## src/rtl/pixel_pkg.sv

```systemverilog
// ---------------------------------------------------------------------------
// pixel_pkg
//   Shared types and constants for the pixel combinator slice.
//   DEFAULT_DATA_WIDTH : default coordinate width (matches queue coordinate ports)
//   DEFAULT_RBG_SIZE   : default colour width
//   coord_t / colour_t : coordinate and colour types at the default widths
//   comb_state_e       : combinator frame-walk states
//   sel_width()        : width of a select index for n engines (never below 1)
// ---------------------------------------------------------------------------
package pixel_pkg;

    localparam int DEFAULT_DATA_WIDTH = 32;
    localparam int DEFAULT_RBG_SIZE   = 24;

    typedef logic [DEFAULT_DATA_WIDTH-1:0] coord_t;
    typedef logic [DEFAULT_RBG_SIZE-1:0]   colour_t;

    typedef enum logic [1:0] {
        IDLE  = 2'd0,
        RUN   = 2'd1,
        DRAIN = 2'd2,
        DONE  = 2'd3
    } comb_state_e;

    function automatic int sel_width(input int n);
        return (n > 1) ? $clog2(n) : 1;
    endfunction

endpackage

```

## src/rtl/pixel_combinator_if.sv

```systemverilog
// ---------------------------------------------------------------------------
// pixel_combinator_if
//   Bundles the reorder-queue head bus and the outgoing pixel stream.
//   Queue side : head_valid, head_x, head_y, head_colour (per engine, flat
//                packed), pop (one-hot, combinator -> queues)
//   Pixel side : out_valid, out_data, out_sof, out_eol (combinator -> writer),
//                out_ready (writer -> combinator)
//   modport master : the combinator's view
//   modport slave  : the queues/writer view
// ---------------------------------------------------------------------------
interface pixel_combinator_if #(
    parameter int NUM_ENGINES = 4,
    parameter int DATA_WIDTH  = 32,
    parameter int RBG_SIZE    = 24
);
    logic [NUM_ENGINES-1:0]            head_valid;
    logic [NUM_ENGINES*DATA_WIDTH-1:0] head_x;
    logic [NUM_ENGINES*DATA_WIDTH-1:0] head_y;
    logic [NUM_ENGINES*RBG_SIZE-1:0]   head_colour;
    logic [NUM_ENGINES-1:0]            pop;

    logic                              out_valid;
    logic                              out_ready;
    logic [RBG_SIZE-1:0]               out_data;
    logic                              out_sof;
    logic                              out_eol;

    modport master (
        input  head_valid, head_x, head_y, head_colour, out_ready,
        output pop, out_valid, out_data, out_sof, out_eol
    );

    modport slave (
        output head_valid, head_x, head_y, head_colour, out_ready,
        input  pop, out_valid, out_data, out_sof, out_eol
    );
endinterface

```

## src/rtl/pixel_match_arb.sv

```systemverilog
// ---------------------------------------------------------------------------
// pixel_match_arb
//   Combinational comparator of every queue head against the current raster
//   coordinate, followed by a lowest-index priority pick.
//   head_valid/head_x/head_y : live queue heads (flat packed per engine)
//   x, y                     : current expected coordinate
//   pop                      : one-hot lowest-index match (unqualified)
//   sel                      : index of that match
//   any_match                : at least one head matched
//   multi_match              : more than one head matched
// ---------------------------------------------------------------------------
module pixel_match_arb #(
    parameter int NUM_ENGINES = 4,
    parameter int DATA_WIDTH  = 32,
    parameter int SEL_W       = 2
) (
    input  logic [NUM_ENGINES-1:0]            head_valid,
    input  logic [NUM_ENGINES*DATA_WIDTH-1:0] head_x,
    input  logic [NUM_ENGINES*DATA_WIDTH-1:0] head_y,
    input  logic [DATA_WIDTH-1:0]             x,
    input  logic [DATA_WIDTH-1:0]             y,
    output logic [NUM_ENGINES-1:0]            pop,
    output logic [SEL_W-1:0]                  sel,
    output logic                              any_match,
    output logic                              multi_match
);

    logic [NUM_ENGINES-1:0] match;

    // NOTE: every output gets a default before the loop so no path leaves a
    // variable unassigned, which would otherwise infer a latch.
    always_comb begin
        match       = '0;
        pop         = '0;
        sel         = '0;
        any_match   = 1'b0;
        multi_match = 1'b0;
        for (int i = 0; i < NUM_ENGINES; i++) begin
            match[i] = head_valid[i]
                     && (head_x[i*DATA_WIDTH +: DATA_WIDTH] == x)
                     && (head_y[i*DATA_WIDTH +: DATA_WIDTH] == y);
            if (match[i]) begin
                if (!any_match) begin
                    pop[i]    = 1'b1;
                    sel       = SEL_W'(i);
                    any_match = 1'b1;
                end else begin
                    multi_match = 1'b1;
                end
            end
        end
    end

endmodule

```

## src/rtl/pixel_combinator.sv

```systemverilog
// ---------------------------------------------------------------------------
// pixel_combinator
//   Consumer end of the per-engine reorder queues. Walks the frame in raster
//   order (x fastest), pops the queue whose head holds the current coordinate
//   and emits its colour as a valid/ready pixel stream with sof/eol marks.
//
//   clk, reset (async, active-low), start (1-cycle frame request, IDLE only)
//   bus          : pixel_combinator_if.master (queue heads, pop, pixel stream)
//   xpixel_check : registered current x (0 in IDLE)
//   ypixel_check : registered current y (0 in IDLE)
//   busy         : state != IDLE
//   frame_done   : 1-cycle pulse after the last pixel is accepted
//   dup_err      : sticky, more than one head matched one coordinate
//   timeout_err  : sticky, a pixel was replaced by colour 0 after a stall
//                  (port exists only with PIXEL_COMBINATOR_TIMEOUT_EN)
//
//   Build option: define PIXEL_COMBINATOR_TIMEOUT_EN to enable the per-pixel
//   stall timeout. Without it RUN waits indefinitely for a matching head.
// ---------------------------------------------------------------------------
module pixel_combinator
    import pixel_pkg::*;
#(
    parameter int NUM_ENGINES    = 4,
    parameter int DATA_WIDTH     = DEFAULT_DATA_WIDTH,
    parameter int RBG_SIZE       = DEFAULT_RBG_SIZE,
    parameter int X_RES          = 640,
    parameter int Y_RES          = 480,
    parameter int TIMEOUT_CYCLES = 1024
) (
    input  logic                  clk,
    input  logic                  reset,
    input  logic                  start,
    pixel_combinator_if.master    bus,
    output logic [DATA_WIDTH-1:0] xpixel_check,
    output logic [DATA_WIDTH-1:0] ypixel_check,
    output logic                  busy,
    output logic                  frame_done,
    output logic                  dup_err
`ifdef PIXEL_COMBINATOR_TIMEOUT_EN
    ,
    output logic                  timeout_err
`endif
);

    localparam int SEL_W = sel_width(NUM_ENGINES);
    localparam logic [DATA_WIDTH-1:0] X_LAST = DATA_WIDTH'(X_RES - 1);
    localparam logic [DATA_WIDTH-1:0] Y_LAST = DATA_WIDTH'(Y_RES - 1);

    comb_state_e            state;
    logic [DATA_WIDTH-1:0]  x;
    logic [DATA_WIDTH-1:0]  y;

    logic [NUM_ENGINES-1:0] arb_pop;
    logic [SEL_W-1:0]       sel;
    logic                   any_match;
    logic                   multi_match;

    logic                   slot_free;
    logic                   take_match;
    logic                   emit_timeout;
    logic                   load;
    logic [RBG_SIZE-1:0]    load_colour;

    pixel_match_arb #(
        .NUM_ENGINES (NUM_ENGINES),
        .DATA_WIDTH  (DATA_WIDTH),
        .SEL_W       (SEL_W)
    ) u_arb (
        .head_valid  (bus.head_valid),
        .head_x      (bus.head_x),
        .head_y      (bus.head_y),
        .x           (x),
        .y           (y),
        .pop         (arb_pop),
        .sel         (sel),
        .any_match   (any_match),
        .multi_match (multi_match)
    );

    // The output register can take a new pixel when empty or being drained
    // this very cycle.
    assign slot_free  = !bus.out_valid || bus.out_ready;
    assign take_match = (state == RUN) && any_match && slot_free;
    assign load       = take_match || emit_timeout;

    // Pop is combinational so the queue drops its head on the same edge that
    // captures the colour; no pop outside RUN keeps reset and idle quiet.
    assign bus.pop     = take_match ? arb_pop : '0;
    assign load_colour = emit_timeout ? '0
                                      : bus.head_colour[int'(sel)*RBG_SIZE +: RBG_SIZE];

    assign xpixel_check = x;
    assign ypixel_check = y;
    assign busy         = (state != IDLE);

`ifdef PIXEL_COMBINATOR_TIMEOUT_EN
    localparam int CNT_W = $clog2(TIMEOUT_CYCLES + 1);

    logic [CNT_W-1:0] stall_cnt;
    logic             stall_expired;

    assign stall_expired = (stall_cnt == CNT_W'(TIMEOUT_CYCLES));
    assign emit_timeout  = (state == RUN) && !any_match && stall_expired && slot_free;

    // Counts RUN cycles without a matching head; saturates at the limit so a
    // blocked output simply keeps the timeout pending.
    always_ff @(posedge clk or negedge reset) begin
        if (!reset) begin
            stall_cnt   <= '0;
            timeout_err <= 1'b0;
        end else begin
            if (load) begin
                stall_cnt <= '0;
            end else if ((state == RUN) && !any_match && !stall_expired) begin
                stall_cnt <= stall_cnt + 1'b1;
            end
            if (emit_timeout) begin
                timeout_err <= 1'b1;
            end
        end
    end
`else
    assign emit_timeout = 1'b0;
`endif

    // NOTE: all state here uses non-blocking assignments so every register
    // samples pre-edge values regardless of statement order.
    always_ff @(posedge clk or negedge reset) begin
        if (!reset) begin
            state         <= IDLE;
            x             <= '0;
            y             <= '0;
            bus.out_valid <= 1'b0;
            bus.out_data  <= '0;
            bus.out_sof   <= 1'b0;
            bus.out_eol   <= 1'b0;
            frame_done    <= 1'b0;
            dup_err       <= 1'b0;
        end else begin
            frame_done <= 1'b0;

            // Output register: load wins over accept so back-to-back pixels
            // keep out_valid high.
            if (load) begin
                bus.out_valid <= 1'b1;
                bus.out_data  <= load_colour;
                bus.out_sof   <= (x == '0) && (y == '0);
                bus.out_eol   <= (x == X_LAST);
            end else if (bus.out_ready) begin
                bus.out_valid <= 1'b0;
            end

            if (take_match && multi_match) begin
                dup_err <= 1'b1;
            end

            case (state)
                IDLE: begin
                    if (start) begin
                        state <= RUN;
                    end
                end
                RUN: begin
                    if (load) begin
                        if ((x == X_LAST) && (y == Y_LAST)) begin
                            x     <= '0;
                            y     <= '0;
                            state <= DRAIN;
                        end else if (x == X_LAST) begin
                            x <= '0;
                            y <= y + 1'b1;
                        end else begin
                            x <= x + 1'b1;
                        end
                    end
                end
                DRAIN: begin
                    // Last pixel leaves when the slot frees up.
                    if (slot_free) begin
                        state      <= DONE;
                        frame_done <= 1'b1;
                    end
                end
                DONE: begin
                    state <= IDLE;
                end
                default: begin
                    state <= IDLE;
                end
            endcase
        end
    end

endmodule

```

## src/flat_wrapper.sv

```systemverilog
// flat-port wrapper written by rule: the top's interface ports become plain ports
module pixel_combinator_flat import pixel_pkg::*;
#(
    parameter int NUM_ENGINES    = 4,
    parameter int DATA_WIDTH     = DEFAULT_DATA_WIDTH,
    parameter int RBG_SIZE       = DEFAULT_RBG_SIZE,
    parameter int X_RES          = 640,
    parameter int Y_RES          = 480,
    parameter int TIMEOUT_CYCLES = 1024
)
  (clk, reset, start, xpixel_check, ypixel_check, busy, frame_done, dup_err, bus_head_valid, bus_head_x, bus_head_y, bus_head_colour, bus_out_ready, bus_pop, bus_out_valid, bus_out_data, bus_out_sof, bus_out_eol);
  pixel_combinator_if #(.NUM_ENGINES(NUM_ENGINES), .DATA_WIDTH(DATA_WIDTH), .RBG_SIZE(RBG_SIZE)) bus_i ();
  input  logic clk;
  input  logic reset;
  input  logic start;
  output logic [DATA_WIDTH-1:0] xpixel_check;
  output logic [DATA_WIDTH-1:0] ypixel_check;
  output logic busy;
  output logic frame_done;
  output logic dup_err;
  input wire logic [$bits(bus_i.head_valid)-1:0] bus_head_valid;
  input wire logic [$bits(bus_i.head_x)-1:0] bus_head_x;
  input wire logic [$bits(bus_i.head_y)-1:0] bus_head_y;
  input wire logic [$bits(bus_i.head_colour)-1:0] bus_head_colour;
  input wire logic [$bits(bus_i.out_ready)-1:0] bus_out_ready;
  output wire logic [$bits(bus_i.pop)-1:0] bus_pop;
  output wire logic [$bits(bus_i.out_valid)-1:0] bus_out_valid;
  output wire logic [$bits(bus_i.out_data)-1:0] bus_out_data;
  output wire logic [$bits(bus_i.out_sof)-1:0] bus_out_sof;
  output wire logic [$bits(bus_i.out_eol)-1:0] bus_out_eol;
  assign bus_i.head_valid = bus_head_valid;
  assign bus_i.head_x = bus_head_x;
  assign bus_i.head_y = bus_head_y;
  assign bus_i.head_colour = bus_head_colour;
  assign bus_i.out_ready = bus_out_ready;
  assign bus_pop = bus_i.pop;
  assign bus_out_valid = bus_i.out_valid;
  assign bus_out_data = bus_i.out_data;
  assign bus_out_sof = bus_i.out_sof;
  assign bus_out_eol = bus_i.out_eol;
  pixel_combinator #(.NUM_ENGINES(NUM_ENGINES), .DATA_WIDTH(DATA_WIDTH), .RBG_SIZE(RBG_SIZE), .X_RES(X_RES), .Y_RES(Y_RES), .TIMEOUT_CYCLES(TIMEOUT_CYCLES)) u_core (.clk(clk), .reset(reset), .start(start), .bus(bus_i), .xpixel_check(xpixel_check), .ypixel_check(ypixel_check), .busy(busy), .frame_done(frame_done), .dup_err(dup_err));
endmodule
```

## config.mk

```make
export PLATFORM = sky130hd
export DESIGN_NAME = pixel_combinator_flat
export DESIGN_NICKNAME = d
export VERILOG_FILES = /design/src/rtl/pixel_pkg.sv /design/src/rtl/pixel_combinator_if.sv /design/src/rtl/pixel_match_arb.sv /design/src/rtl/pixel_combinator.sv /design/src/flat_wrapper.sv
export SDC_FILE = /design/constraint.sdc
export NUM_CORES = 1
export LEC_CHECK = 0
export CAP_MARGIN = 20
export CORE_AREA = 2 2 176 178
export CTS_BUF_LIST = sky130_fd_sc_hd__clkbuf_8
export DETAILED_ROUTE_END_ITERATION = 10
export DIE_AREA = 0 0 178 180
export PLACE_DENSITY = 0.6
export SYNTH_ARGS = -nofsm -noshare
export SYNTH_HDL_FRONTEND = slang
export SYNTH_SLANG_ARGS = --single-unit
```

## constraint.sdc

```tcl
create_clock -name clk -period 4.45 [get_ports clk]
set_input_delay 1.1125 -clock clk [delete_from_list [all_inputs] [get_ports clk]]
set_output_delay 1.1125 -clock clk [all_outputs]
set_load 0.02 [all_outputs]
```

# Word level (Yosys, flattened, before mapping)
# Cells that the tools add are included.
dict set report word_totals {
  register_bits 95
  in_bits 360
  wordCells 90
}
dict set report classes {
  add_sub_neg 2
  n_mul 1
  n_eq_ne 17
  n_shift 1
  mux 36
  reduce_logical 24
}
# operator n
set ops {}
lappend ops {{32-bit == test} 8}
lappend ops {{32-bit two-way mux} 4}
lappend ops {{96-bit by 32-bit indexed part select with 24-bit output} 1}
lappend ops {{32-bit by 1-bit adder with 32-bit output (second input constant)} 2}
lappend ops {{32-bit zero test} 2}
lappend ops {{32-bit by 10-bit == test with 1-bit output (second input constant)} 1}
lappend ops {{32-bit by 9-bit == test with 1-bit output (second input constant)} 1}
lappend ops {{1-bit two-way mux} 22}
lappend ops {{2-bit two-way mux} 8}
lappend ops {{1-bit logical AND} 13}
lappend ops {{2-bit one-hot mux with 4 select lines} 1}
lappend ops {{2-bit nonzero test} 3}
lappend ops {{2-bit == test (second input constant)} 2}
lappend ops {{2-bit by 2-bit multiplier with 4-bit output (second input constant)} 1}
lappend ops {{4-bit two-way mux} 1}
lappend ops {{2-bit by 1-bit inequality test with 1-bit output (second input constant)} 2}
lappend ops {{2-bit inequality test (second input constant)} 2}
lappend ops {{4-bit AND reduction} 1}
lappend ops {{3-bit AND reduction} 1}
lappend ops {{2-bit by 1-bit == test with 1-bit output (second input constant)} 1}
lappend ops {{2-bit zero test} 1}
lappend ops {{2-bit AND reduction} 1}
lappend ops {{1-bit zero test} 1}
lappend ops {{1-bit logical OR} 1}

# Longest topological paths before layout
dict set report logic_depth {
  ltp_word 12
  depth_mapped 14
  ltp_nobuf 9
}

# Hierarchy
# From an unflattened synthesis, not the netlist that was laid out.
dict set report unflattened {
  cells_unflattened 924
  area_unflattened_um2 8293.0
}
# module instances cells_per_inst area_each_um2 seq_area_each_um2
set modules_own_cells {}
lappend modules_own_cells {pixel_combinator 1 485 5108.6 2377.3}
lappend modules_own_cells {pixel_match_arb 1 439 3184.3 0.0}

# Worst setup path before layout
# No wires, ideal clock.
dict set report synth_path {
  kind {input to output}
  from {input bus_head_y[93]}
  to {output bus_pop[3]}
  t_arrival_ps 3175
  setup_slack_ps 162
  path_stages 8
  n_path_buf 1
  cell_sequence {nor2b_1 -> a2111o_1 -> nor4_1 -> nand4_1 -> or4_4 -> nand4_1 -> clkbuf_1 -> nor2_1}
}
dict set report synth_between {
  elab_chain_cells 7
}
# item line_no
set synth_rtl {}
lappend synth_rtl {{start: declaration} flat_wrapper.sv:23} ;# input wire logic [$bits(bus_i.head_y)-1:0] bus_head_y;
lappend synth_rtl {{32-bit == test (*)} pixel_match_arb.sv:41} ;# && (head_y[i*DATA_WIDTH +: DATA_WIDTH] == y);
lappend synth_rtl {{1-bit logical AND (*)} pixel_match_arb.sv:41}
lappend synth_rtl {{1-bit two-way mux (*)} pixel_match_arb.sv:42} ;# if (match[i]) begin
lappend synth_rtl {{1-bit two-way mux} pixel_match_arb.sv:42}
lappend synth_rtl {{1-bit logical AND (2 in series)} pixel_combinator.sv:83} ;# assign take_match = (state == RUN) && any_match && slot_free;
lappend synth_rtl {{4-bit two-way mux (*)} pixel_combinator.sv:88} ;# assign bus.pop = take_match ? arb_pop : '0;
lappend synth_rtl {{end: declaration} flat_wrapper.sv:26} ;# output wire logic [$bits(bus_i.pop)-1:0] bus_pop;
# Mark *: on every way between the ends. The rest lies on a longest branch, timed or not.

# Final worst setup path
dict set report layout_path {
  from {input bus_head_y[34]}
  to {output bus_pop[3]}
}
dict set report layout_between {
  elab_chain_cells 8
}
# item line_no
set layout_rtl {}
lappend layout_rtl {{32-bit == test (*)} pixel_match_arb.sv:41}
lappend layout_rtl {{1-bit logical AND (*)} pixel_match_arb.sv:41}
lappend layout_rtl {{1-bit two-way mux (*) (2 in series)} pixel_match_arb.sv:42}
lappend layout_rtl {{1-bit two-way mux} pixel_match_arb.sv:42}
lappend layout_rtl {{1-bit logical AND (2 in series)} pixel_combinator.sv:83}
lappend layout_rtl {{4-bit two-way mux (*)} pixel_combinator.sv:88}
# Marked as above.

==> out/results.txt <==
Status - complete, but fails checks
Failing checks - negative setup slack
Area of combinational cells with multiple inputs - 7048 sq um
Vias per Instance - 5.660
CORE AREA - 30190 sq um
Leading area contributor after synthesis - dfrtp_1
Number of sinks on the clock net - 95
Layout net count - 2287
Number of placement rows - 64
Critical path type - in2out
Leakage Power - 0.007842 uW
Synthesis-to-finish area growth - 88.20%
Area fraction of the dominant cell type after synthesis - 25.37%
Total via count in the routed design - 13.18k
Hold WS - 0.4908 ns
Wire length of the first global-routing pass - 87110 um
Detailed placement HPWL - 50380 um
Required time at the endpoint of the critical path - 3.34 ns
Tcrit/Tclk final - 102.6%
Fraction of synthesis flops using an asynchronous set or reset pin - 100.0%
Data arrival time at the worst-slack endpoint - 3.45 ns
Critical path endpoint category - output port
Share of layout cells above drive strength 1 - 26.35%
Maximum number of pins on one net before global-route repair - 42
H-tree level count - 3
Root buffer cell - clkbuf_8
Commonest cells post-synth - xnor2_1, dfrtp_1, nand4_1
Warning count from the yosys run - 0
Peak supply drop - 0.1141 mV
Routed Wire Length - 63000 um
Synthesized area - 9371 sq um
Seq cells post-synth - 95
Final weighted congestion of routability-driven global placement - 1.046
PwrDens - 129.7 nW/um^2
Worst hold-check path type - reg2reg
Maximum clock insertion buffer count - 2
Final Hold Vio Count - 0
Number of DRC markers in iteration 0 - 1359
Die ar. - 32040 sq um
Synthesized area divided by synthesized cell count - 7.797 sq um
Most common flop cell mapped by yosys - dfrtp_1
Area occupied by registers - 2377 sq um
Vertical extent of the die - 180 um
Total track usage - 37.59%
EDFF count, synth - 0
Fill cell instance count of the final layout - 2764
Critical Path Max Stage Delay - 0.67 ns
CTS tree - yes
Max Clock Freq - 219.0 MHz
Cell type of the slowest stage on the worst timing path - or4_4
Clock-pin slew reported for the worst setup and hold paths after clock tree synthesis - 0.10 ns
Gate Count Post-Synth - 1202
Number of remaining DRC errors - 0
Sequential element share of the synthesized area - 25.37%
Post-route clock skew - 0.02370 ns
Count of antenna-violating nets left after detailed routing - 0
Max-Cap Viols - 0
Clock period minus final worst setup slack - 4.567 ns
Slew @ Worst Pin - 0.8773 ns
Total congestion overflow after global routing - 0
Detailed-route wire length per cell - 27.06 um
DR pass1 iterations - 6
Least setup slack across all paths after layout - -0.1170 ns
Final total negative setup slack - -0.2232 ns
Number of nets in the synthesized netlist - 1570
Number of placed I/O pins - 458
Headroom to the max-slew limit - 40.97%
Total of buffers placed on input and output ports - 457
Clk Latency, worst-skew pair - 0.39 ns
Width of the die - 178 um
Highest fanout seen on the critical path - 4
Hold buffers post-CTS - 0
Final setup vio count - 3
Starting utilization of the core area - 31.04%
Cell type with the highest occurrence count on the critical path - nand4_1
Distinct cells, synth - 55
Top post-synthesis cells by area - dfrtp_1, xnor2_1, xor2_1, nand4_1, nor4_1
CTS buffer count - 9
Slew Viols, Final - 0
Startpoint types - primary input
Critical-path cell list - clkdlybuf4s15_1 > xnor2_2 > nand4_1 > nor4_2 > nand4_1 > or4_4 > nand4_1 > nor2_1 > buf_4
Via count of the first global-routing pass - 13.41k
Top-count cell post-synth - xnor2_1
Number of antenna violations at the first check in global routing - 9
Overall power - 2288 uW
layer usage:
layer	up-vias	GRT usage (%)	share of wire, %
met5	-	0	0.024
met4	2	25.05	8.4
met3	271	9.137	10
met2	961	62.06	45
met1	6187	42.74	36
li1	5756	-	-
sequential cells by signal (all words and copies together), names as in the netlist:
name,count
u_core.bus.out_data,24
u_core.bus.out_eol,1
u_core.bus.out_sof,1
u_core.bus.out_valid,1
u_core.dup_err,1
u_core.frame_done,1
u_core.state,2
u_core.xpixel_check,32
u_core.ypixel_check,32
final cells by class:
class / count / share of cell area, %
Timing Repair Buffer: 807 / 40.94
Multi-Input combinational cell: 940 / 39.96
Sequential cell: 95 / 13.48
Tap cell: 396 / 2.809
Inverter: 66 / 1.405
Clock buffer: 10 / 0.7804
Clock inverter: 6 / 0.5108
Antenna cell: 8 / 0.1135
through the flow:
| stage | instances | setup WS (ns) | area, sq um | utilization, % |
|---|---|---|---|---|
| after detailed placement | 2218 | -1.042 | 16000 | 52.99 |
| after CTS | 2312 | 0.0001783 | 17080 | 56.59 |
| after floorplan | 1202 | 0.1621 | 9371 | - |
| after global routing | 2326 | -0.1507 | 17630 | 58.41 |
| final | 2328 | -0.1170 | 17640 | 58.42 |
| after global placement | 2218 | -1.099 | 16000 | 52.99 |
worst max-delay path, delay by kind of cell:
family                    cells  cell delay [ns]
and+or+nand+nor               6             1.68
xor gates and xnor gates      1             0.23
buffers and inverters         2             0.42
repair_timing:
item / CTS / global route
pin swaps: 70 / 67
setup buffers: 80 / 9
resized for setup: 165 / 137
setup endpoints to repair: 54 / 6
where the power goes:
| part | internal [uW] | switching [uW] |
|---|---|---|
| logic | 462 | 272 |
| clock network | 336 | 356 |
| registers | 863 | 0 |
worst paths after layout:
check | startpoint | end | slack [ns] | cells past startpoint
hold reg to reg | u_core.bus.out_data[1]$_DFFE_PN0P_ | u_core.bus.out_data[1]$_DFFE_PN0P_ | 0.49 | 2
max in group asynchronous | reset | u_core.xpixel_check[15]$_DFFE_PN0P_ | 2.87 | 2
hold / removal | u_core.bus.out_data[1]$_DFFE_PN0P_ | u_core.bus.out_data[1]$_DFFE_PN0P_ | 0.49 | 2
setup reg to reg | u_core.xpixel_check[24]$_DFFE_PN0P_ | u_core.state[1]$_DFFE_PN0P_ | 0.35 | 20
setup / recovery | bus_head_y[34] | bus_pop[3] | -0.12 | 9
min in group asynchronous | reset | u_core.bus.out_data[15]$_DFFE_PN0P_ | 0.63 | 1
placed cells by master (no fill, tap or decap), types with 6 or more instances in the layout:
master,instances
nand2_1,79
a21oi_1,10
o31ai_1,24
o21ai_0,53
ha_1,8
nand2b_1,39
o2111ai_1,7
clkbuf_8,10
diode_2,8
or4_1,18
and2_1,6
xnor2_2,67
nor4_2,13
nand3_1,40
nand2b_4,10
buf_4,346
nor4_1,57
dlygate4sd2_1,65
o211ai_1,26
dfrtp_1,95
and3_1,11
clkbuf_2,13
clkdlybuf4s50_1,317
nand4_1,94
or3_1,7
xnor2_1,111
nor2_1,56
inv_1,66
a31oi_1,25
nor3_1,44
nor2b_1,6
xor2_1,69
dlymetal6s2s_1,53
cells by family after synthesis:
| logic type | count (synthesis) | share of synthesized area (%) |
|---|---|---|
| AOI/OAI and AO/OA | 174 | 12.50 |
| xor gates and xnor gates | 247 | 23.08 |
| adders and majority gates | 8 | 1.068 |
| buffers and inverters | 167 | 7.891 |
| DFF | 95 | 25.37 |
| muxes | 4 | 0.4673 |
| and+or+nand+nor | 507 | 29.63 |
(Power assumes the default switching activity.)
